===== src/rtl/alu_seq_ctrl_if.sv =====
// Request/response handshake bundle between decode and the ALU sequencer.
// The master issues requests and consumes results.
interface alu_seq_ctrl_if;
    logic        req_valid;
    logic        req_ready;
    logic [3:0]  req_op;
    logic        req_wide;
    logic        req_use_carry;
    logic [15:0] req_a;
    logic [15:0] req_b;
    logic        rsp_valid;
    logic        rsp_ready;
    logic [15:0] rsp_result;

    modport master (
        output req_valid, req_op, req_wide, req_use_carry,
        output req_a, req_b, rsp_ready,
        input  req_ready, rsp_valid, rsp_result
    );

    modport slave (
        input  req_valid, req_op, req_wide, req_use_carry,
        input  req_a, req_b, rsp_ready,
        output req_ready, rsp_valid, rsp_result
    );
endinterface


===== src/rtl/alu_seq_ctrl.sv =====
// Sequencer for the 8-bit accumulator ALU: chains two passes for 16-bit
// add/and/or/xor and owns the architectural Z/C/N flags.
module alu_seq_ctrl (
    input  logic          clk,
    input  logic          reset_n,
    alu_seq_ctrl_if.slave bus,
    output logic          z_flag,
    output logic          c_flag,
    output logic          n_flag,
    output logic          alu_optype,
    output logic [3:0]    alu_op,
    output logic [7:0]    alu_acc,
    output logic [7:0]    alu_reg,
    output logic          alu_cin,
    input  logic [7:0]    alu_out,
    input  logic          alu_c,
    input  logic          alu_z,
    input  logic          alu_n
);
    localparam logic [3:0] OP_ADD = 4'b0010;
    localparam logic [3:0] OP_SUB = 4'b0011;
    localparam logic [3:0] OP_AND = 4'b0110;
    localparam logic [3:0] OP_OR  = 4'b0111;
    localparam logic [3:0] OP_XOR = 4'b1000;
    localparam logic [3:0] OP_CMP = 4'b1010;
    localparam logic [3:0] OP_CLR = 4'b1011;

    typedef enum logic [1:0] {IDLE, LO, HI, RESP} state_t;

    state_t      state, state_nx;
    logic [3:0]  op_q;
    logic        wide_q;
    logic        uc_q;
    logic [15:0] a_q, b_q, res_q;
    logic        ctmp_q;
    logic        accept, wide_ok, last_pass;
    logic        is_add, is_sub, is_cmp, is_clr;

    assign is_add = (op_q == OP_ADD);
    assign is_sub = (op_q == OP_SUB);
    assign is_cmp = (op_q == OP_CMP);
    assign is_clr = (op_q == OP_CLR);

    // Only ops whose bit slices are independent (or carry-chained) go wide.
    always_comb begin
        wide_ok = 1'b0;
        unique case (1'b1)
            bus.req_op == OP_ADD: wide_ok = bus.req_wide;
            bus.req_op == OP_AND: wide_ok = bus.req_wide;
            bus.req_op == OP_OR:  wide_ok = bus.req_wide;
            bus.req_op == OP_XOR: wide_ok = bus.req_wide;
            default:              wide_ok = 1'b0;
        endcase
    end

    assign accept    = (state == IDLE) && bus.req_valid;
    assign last_pass = ((state == LO) && !wide_q) || (state == HI);

    always_ff @(posedge clk or negedge reset_n) begin
        if (!reset_n) state <= IDLE;
        else          state <= state_nx;
    end

    always_comb begin
        state_nx       = state;
        bus.req_ready  = 1'b0;
        bus.rsp_valid  = 1'b0;
        alu_optype     = 1'b1;
        alu_op         = 4'b0000;
        alu_acc        = 8'h00;
        alu_reg        = 8'h00;
        alu_cin        = 1'b0;
        unique case (state)
            IDLE: begin
                bus.req_ready = 1'b1;
                if (bus.req_valid) state_nx = LO;
            end
            LO: begin
                alu_optype = 1'b0;
                alu_op     = op_q;
                alu_acc    = a_q[7:0];
                alu_reg    = b_q[7:0];
                alu_cin    = is_add ? (uc_q & c_flag) : c_flag;
                state_nx   = wide_q ? HI : RESP;
            end
            HI: begin
                alu_optype = 1'b0;
                alu_op     = op_q;
                alu_acc    = a_q[15:8];
                alu_reg    = b_q[15:8];
                alu_cin    = is_add & ctmp_q;
                state_nx   = RESP;
            end
            RESP: begin
                bus.rsp_valid = 1'b1;
                if (bus.rsp_ready) state_nx = IDLE;
            end
        endcase
    end

    assign bus.rsp_result = res_q;

    always_ff @(posedge clk or negedge reset_n) begin
        if (!reset_n) begin
            op_q   <= 4'h0;
            wide_q <= 1'b0;
            uc_q   <= 1'b0;
            a_q    <= 16'h0;
            b_q    <= 16'h0;
            res_q  <= 16'h0;
            ctmp_q <= 1'b0;
            z_flag <= 1'b0;
            c_flag <= 1'b0;
            n_flag <= 1'b0;
        end else begin
            if (accept) begin
                op_q   <= bus.req_op;
                wide_q <= wide_ok;
                uc_q   <= bus.req_use_carry;
                a_q    <= bus.req_a;
                b_q    <= bus.req_b;
            end
            if (state == LO) begin
                res_q  <= (is_cmp || is_clr) ? 16'h0 : {8'h00, alu_out};
                ctmp_q <= alu_c;
            end
            if (state == HI) res_q[15:8] <= alu_out;
            if (last_pass) begin
                if (is_add || is_sub) c_flag <= alu_c;
                if (is_clr)           c_flag <= 1'b0;
                if (is_cmp) begin
                    z_flag <= alu_z;
                    n_flag <= alu_n;
                end
            end
        end
    end
endmodule


===== src/flat_wrapper.sv =====
// flat-port wrapper written by rule: the top's interface ports become plain ports
module alu_seq_ctrl_flat 
  (clk, reset_n, z_flag, c_flag, n_flag, alu_optype, alu_op, alu_acc, alu_reg, alu_cin, alu_out, alu_c, alu_z, alu_n, bus_req_valid, bus_req_op, bus_req_wide, bus_req_use_carry, bus_req_a, bus_req_b, bus_rsp_ready, bus_req_ready, bus_rsp_valid, bus_rsp_result);
  alu_seq_ctrl_if bus_i ();
  input  logic clk;
  input  logic reset_n;
  output logic z_flag;
  output logic c_flag;
  output logic n_flag;
  output logic alu_optype;
  output logic [3:0] alu_op;
  output logic [7:0] alu_acc;
  output logic [7:0] alu_reg;
  output logic alu_cin;
  input  logic [7:0] alu_out;
  input  logic alu_c;
  input  logic alu_z;
  input  logic alu_n;
  input wire logic [$bits(bus_i.req_valid)-1:0] bus_req_valid;
  input wire logic [$bits(bus_i.req_op)-1:0] bus_req_op;
  input wire logic [$bits(bus_i.req_wide)-1:0] bus_req_wide;
  input wire logic [$bits(bus_i.req_use_carry)-1:0] bus_req_use_carry;
  input wire logic [$bits(bus_i.req_a)-1:0] bus_req_a;
  input wire logic [$bits(bus_i.req_b)-1:0] bus_req_b;
  input wire logic [$bits(bus_i.rsp_ready)-1:0] bus_rsp_ready;
  output wire logic [$bits(bus_i.req_ready)-1:0] bus_req_ready;
  output wire logic [$bits(bus_i.rsp_valid)-1:0] bus_rsp_valid;
  output wire logic [$bits(bus_i.rsp_result)-1:0] bus_rsp_result;
  assign bus_i.req_valid = bus_req_valid;
  assign bus_i.req_op = bus_req_op;
  assign bus_i.req_wide = bus_req_wide;
  assign bus_i.req_use_carry = bus_req_use_carry;
  assign bus_i.req_a = bus_req_a;
  assign bus_i.req_b = bus_req_b;
  assign bus_i.rsp_ready = bus_rsp_ready;
  assign bus_req_ready = bus_i.req_ready;
  assign bus_rsp_valid = bus_i.rsp_valid;
  assign bus_rsp_result = bus_i.rsp_result;
  alu_seq_ctrl u_core (.clk(clk), .reset_n(reset_n), .bus(bus_i), .z_flag(z_flag), .c_flag(c_flag), .n_flag(n_flag), .alu_optype(alu_optype), .alu_op(alu_op), .alu_acc(alu_acc), .alu_reg(alu_reg), .alu_cin(alu_cin), .alu_out(alu_out), .alu_c(alu_c), .alu_z(alu_z), .alu_n(alu_n));
endmodule

===== config.mk =====
export PLATFORM = sky130hd
export DESIGN_NAME = alu_seq_ctrl_flat
export DESIGN_NICKNAME = d
export VERILOG_FILES = /design/src/rtl/alu_seq_ctrl_if.sv /design/src/rtl/alu_seq_ctrl.sv /design/src/flat_wrapper.sv
export SDC_FILE = /design/constraint.sdc
export NUM_CORES = 1
export LEC_CHECK = 0
export BUFFER_PORTS_ARGS = -buffer_cell sky130_fd_sc_hd__buf_2
export CORE_MARGIN = 2
export CORE_UTILIZATION = 45
export CTS_BUF_LIST = sky130_fd_sc_hd__clkbuf_8 sky130_fd_sc_hd__clkbuf_16
export DETAILED_ROUTE_END_ITERATION = 6
export GPL_ROUTABILITY_DRIVEN = 0
export PLACE_DENSITY = 0.82
export SYNTH_ARGS = -nofsm -noshare
export SYNTH_HDL_FRONTEND = slang
export SYNTH_SLANG_ARGS = --single-unit

===== constraint.sdc =====
create_clock -name clk -period 2.3 [get_ports clk]
set_clock_uncertainty 0.2 [all_clocks]
set_input_delay 0.345 -clock clk [delete_from_list [all_inputs] [get_ports clk]]
set_output_delay 0.345 -clock clk [all_outputs]
set_load 0.1 [all_outputs]

==> results by stage <==
Synthesis:
- The mapped netlist covers 2610 sq um.
- The sequential area share after synthesis is 57.5%.
- The post-synthesis net count is 245.
- Yosys printed 0 warnings.
- The synthesized-area fraction occupied by and/or/nand/nor cells is 4.46%.
- The synthesized instance count is 187.
- The number of synthesized register bits is 60.
- The netlist uses 30 different library cells.
- The synthesized-area fraction occupied by xor and xnor cells is 0%.
- Summing the areas of all fa, ha and maj instances in the mapped netlist gives 2.40% of the synthesized area.
- The synthesized netlist devotes 13.9% of its cell area to compound gates.
- The fraction of synthesized area in multiplexers is 17.7%.
- By area, the combinational part of the netlist is dominated by multiplexers.
- The average cell area after synthesis is 14.0 sq um.

Global route:
- The via count of the first global-routing pass is 2,163.
- Global routing consumed, over all layers together, 21.2% of the routing resources.
- The first-pass GRT wire length is 10,200 um.
- For this run the aggregate overflow at the end of global routing stands at 0.
- The maximum number of pins on one net before global-route repair is 40.
- The initial antenna violation count is 0.

STA:
- Setup repair after global routing could not meet its margin everywhere.
- The slew at the pin with the worst max-slew slack is 0.624 ns.
- The final setup violation count is 17.
- The highest attainable clock frequency is 421 MHz.
- The least setup slack across all paths after layout is -0.0752 ns.
- In the finished design, the share of the clock period the worst path needs comes to 103%.
- The count of final hold-check violations is 0.
- The count of final max-slew check failures is 0.
- The smallest clock period supported by the final layout is computed as 2.38 ns.
- Headroom to the max-slew limit came out at 58.4%.

Run status:
- The checks that failed: setup timing.
- The flow ran to the end, but the final reports show violations.

Critical path:
- At the worst endpoint, the required time is 1.75 ns.
- For the worst setup path, the data arrival time is 1.83 ns.
- In this design, the stage delay of the slowest critical-path cell is 0.39 ns.
- Along the worst path, the maximum fanout reaches 8.
- The slowest stage of the critical path belongs to the cell dfrtp_1.
- The element type at the critical path end is an output port.
- Traced cell by cell, the critical path runs through buf_4 -> ha_4 -> and2_4 -> clkbuf_16 -> a22o_4 -> buf_12.
- The startpoint-to-endpoint class of the critical path is reg2out.
- The critical path startpoint category is a flop.

Floorplanning:
- The die is 80.2 um tall.
- The area enclosed by the die boundary is 6420 sq um.
- Pin placement for this block handled 96 I/O pins.
- The floorplan step defined a core boundary enclosing 5540 sq um.
- The starting density of the core is 47.1%.
- Row generation in the floorplan step produced 27 rows.
- The die width is 80.2 um.

Clocking:
- The clock-pin slew on the worst setup and hold paths is 0.07 ns.
- The clock net in this run drives a total of 60 sinks.
- The tree is rooted in a clkbuf_8.
- The later pin in the worst-skew pair is clocked with a latency of 0.33 ns.
- TritonCTS built the clock tree.
- Buffers inserted during clock tree synthesis total 9.
- The deepest clock path buffer count is 2.
- The H-tree generated during clock tree synthesis spans 3 levels.

Drt:
- The remaining number of nets flagged by the antenna check after routing is 0.
- The total wire length is 6620 um.
- The number of DRC markers in iteration 0 is 128.
- The average wire length per cell after detail routing is 17.5 um.
- Across all layers, the routed design uses 1,986 vias.
- Dividing the detail-routed via count by the number of cells gives 5.25.
- The first TritonRoute pass finished after 4 iterations.
- The remaining routing DRC violations is 0.

Place:
- The half-perimeter wire length after detailed placement is 4420 um.
- In this run the tool buffered the top-level ports with 95 buffer cells.

Finish:
- The area growth from synthesis to layout is 55.9%.
- The number of diodes is 0.
- The final core utilization is 73.5%.
- The number of filler instances in the final layout is 355.
- The leading cell type in the layout, fill and taps excluded is buf_2.
- The register area is 1500 sq um.
- The net count of the finished layout is 359.
- The multi-input combinational cells in the finished layout cover a total of 1210 sq um.
- Of the cells placed in the final design, the portion with a size suffix greater than 1 is 64.1%.
- In the layout the commonest cells are buf_2, dfrtp_1, mux2_2.

Min path:
- The class of the most critical hold timing path is in2reg.

Job:
- The number of max-cap violations is 0.
-- metrics by stage --
stage          setup slack [ns]  hold slack, ns  instance area, sq um  instances  TNS [ns]
3_5_place_dp             0.0938           0.189                  3550        350         0
6_report                -0.0752          0.0407                  4070        378     -1.06
5_1_grt                  -0.141          0.0299                  4070        378     -2.06
2_1_floorplan           -0.0897          -0.151                  2660        187   -0.0897
3_3_place_gp              0.133           0.181                  3550        350         0
4_1_cts                 -0.0670          0.0326                  3870        374     -1.01
-- synthesized netlist by cell type, drive strengths merged --
library cell | count | share of area (%)
o2111ai | 1 | 0.58
mux2i | 2 | 0.77
nand2 | 5 | 0.72
nor2b | 1 | 0.53
mux2 | 39 | 17
o2bb2ai | 1 | 0.34
clkbuf | 1 | 0.14
nor4b | 1 | 0.34
a22o | 32 | 11
and2 | 4 | 0.96
nand2b | 1 | 0.24
nor2 | 3 | 0.43
and2b | 1 | 0.29
a31oi | 1 | 0.24
and3b | 1 | 0.34
ha | 5 | 2.4
buf | 9 | 2.6
nand3 | 1 | 0.19
o221ai | 1 | 0.34
dfrtp | 60 | 58
a21oi | 1 | 0.62
nor3 | 1 | 0.19
o22ai | 1 | 0.24
clkinv | 1 | 0.14
inv | 8 | 1.2
o21ai | 4 | 0.77
nand4 | 1 | 0.24
-- layer usage --
metal  wire length (um)  up-vias  GRT usage [%]
met1               2600      972           25.0
met4                118        0           9.32
met2               3390       82           34.8
li1                   -      918              -
met3                506       14           7.42
met5                  0        -              0
-- worst max-delay path: cells and delay by family, from the launching register on --
kind / cells / cell delay [ns]
buf+inv: 3 / 0.48
simple gates: 1 / 0.18
flops: 1 / 0.39
fa+ha+maj: 1 / 0.18
compound gates: 1 / 0.27
-- final timing paths --
path,from,end,slack (ns),cells after the start
worst max-delay path,u_core.state[0],alu_acc[7],-0.08,6
worst min-delay path,bus_req_b[12],u_core.b_q[12],0.04,2
worst max register to register,u_core.state[0],u_core.n_flag,0.45,5
worst min register to register,u_core.uc_q,u_core.uc_q,0.30,1
max in group asynchronous,reset_n,u_core.b_q[7],0.91,3
min in group asynchronous,reset_n,u_core.b_q[8],0.38,2
-- sequential cells by signal, indices dropped and copies added (netlist names), 2 cells and up --
signal                 cells
u_core.a_q                16
u_core.b_q                16
u_core.bus.rsp_result     16
u_core.op_q                4
u_core.state               2
-- area by class of cell --
| cell class | count | area share [%] |
|---|---|---|
| Inverter | 9 | 0.830 |
| Clock inverter | 6 | 1.94 |
| Timing Repair Buffer | 113 | 24.9 |
| Clock buffer | 10 | 3.38 |
| Multi-Input combinational cell | 108 | 29.8 |
| Tap cell | 72 | 2.21 |
| Sequential cell | 60 | 36.9 |
-- cells by family after synthesis --
family          after synthesis
compound gates               42
mux                          41
buf+inv                      19
flops                        60
simple gates                 20
fa+ha+maj                     5
-- repair_timing --
action                                 4_1_cts  5_1_grt
setup endpoints to repair                   17       18
hold buffers                                 1        0
endpoints found under the hold margin       26        0
buffers inserted                             7        2
gates resized for setup                     12       16
pin swaps                                    1        3
cloned                                       0        2
Power is left out: the tool's default activity adds up to more than one toggle a clock period on the data nets, which glitch-free logic cannot reach.
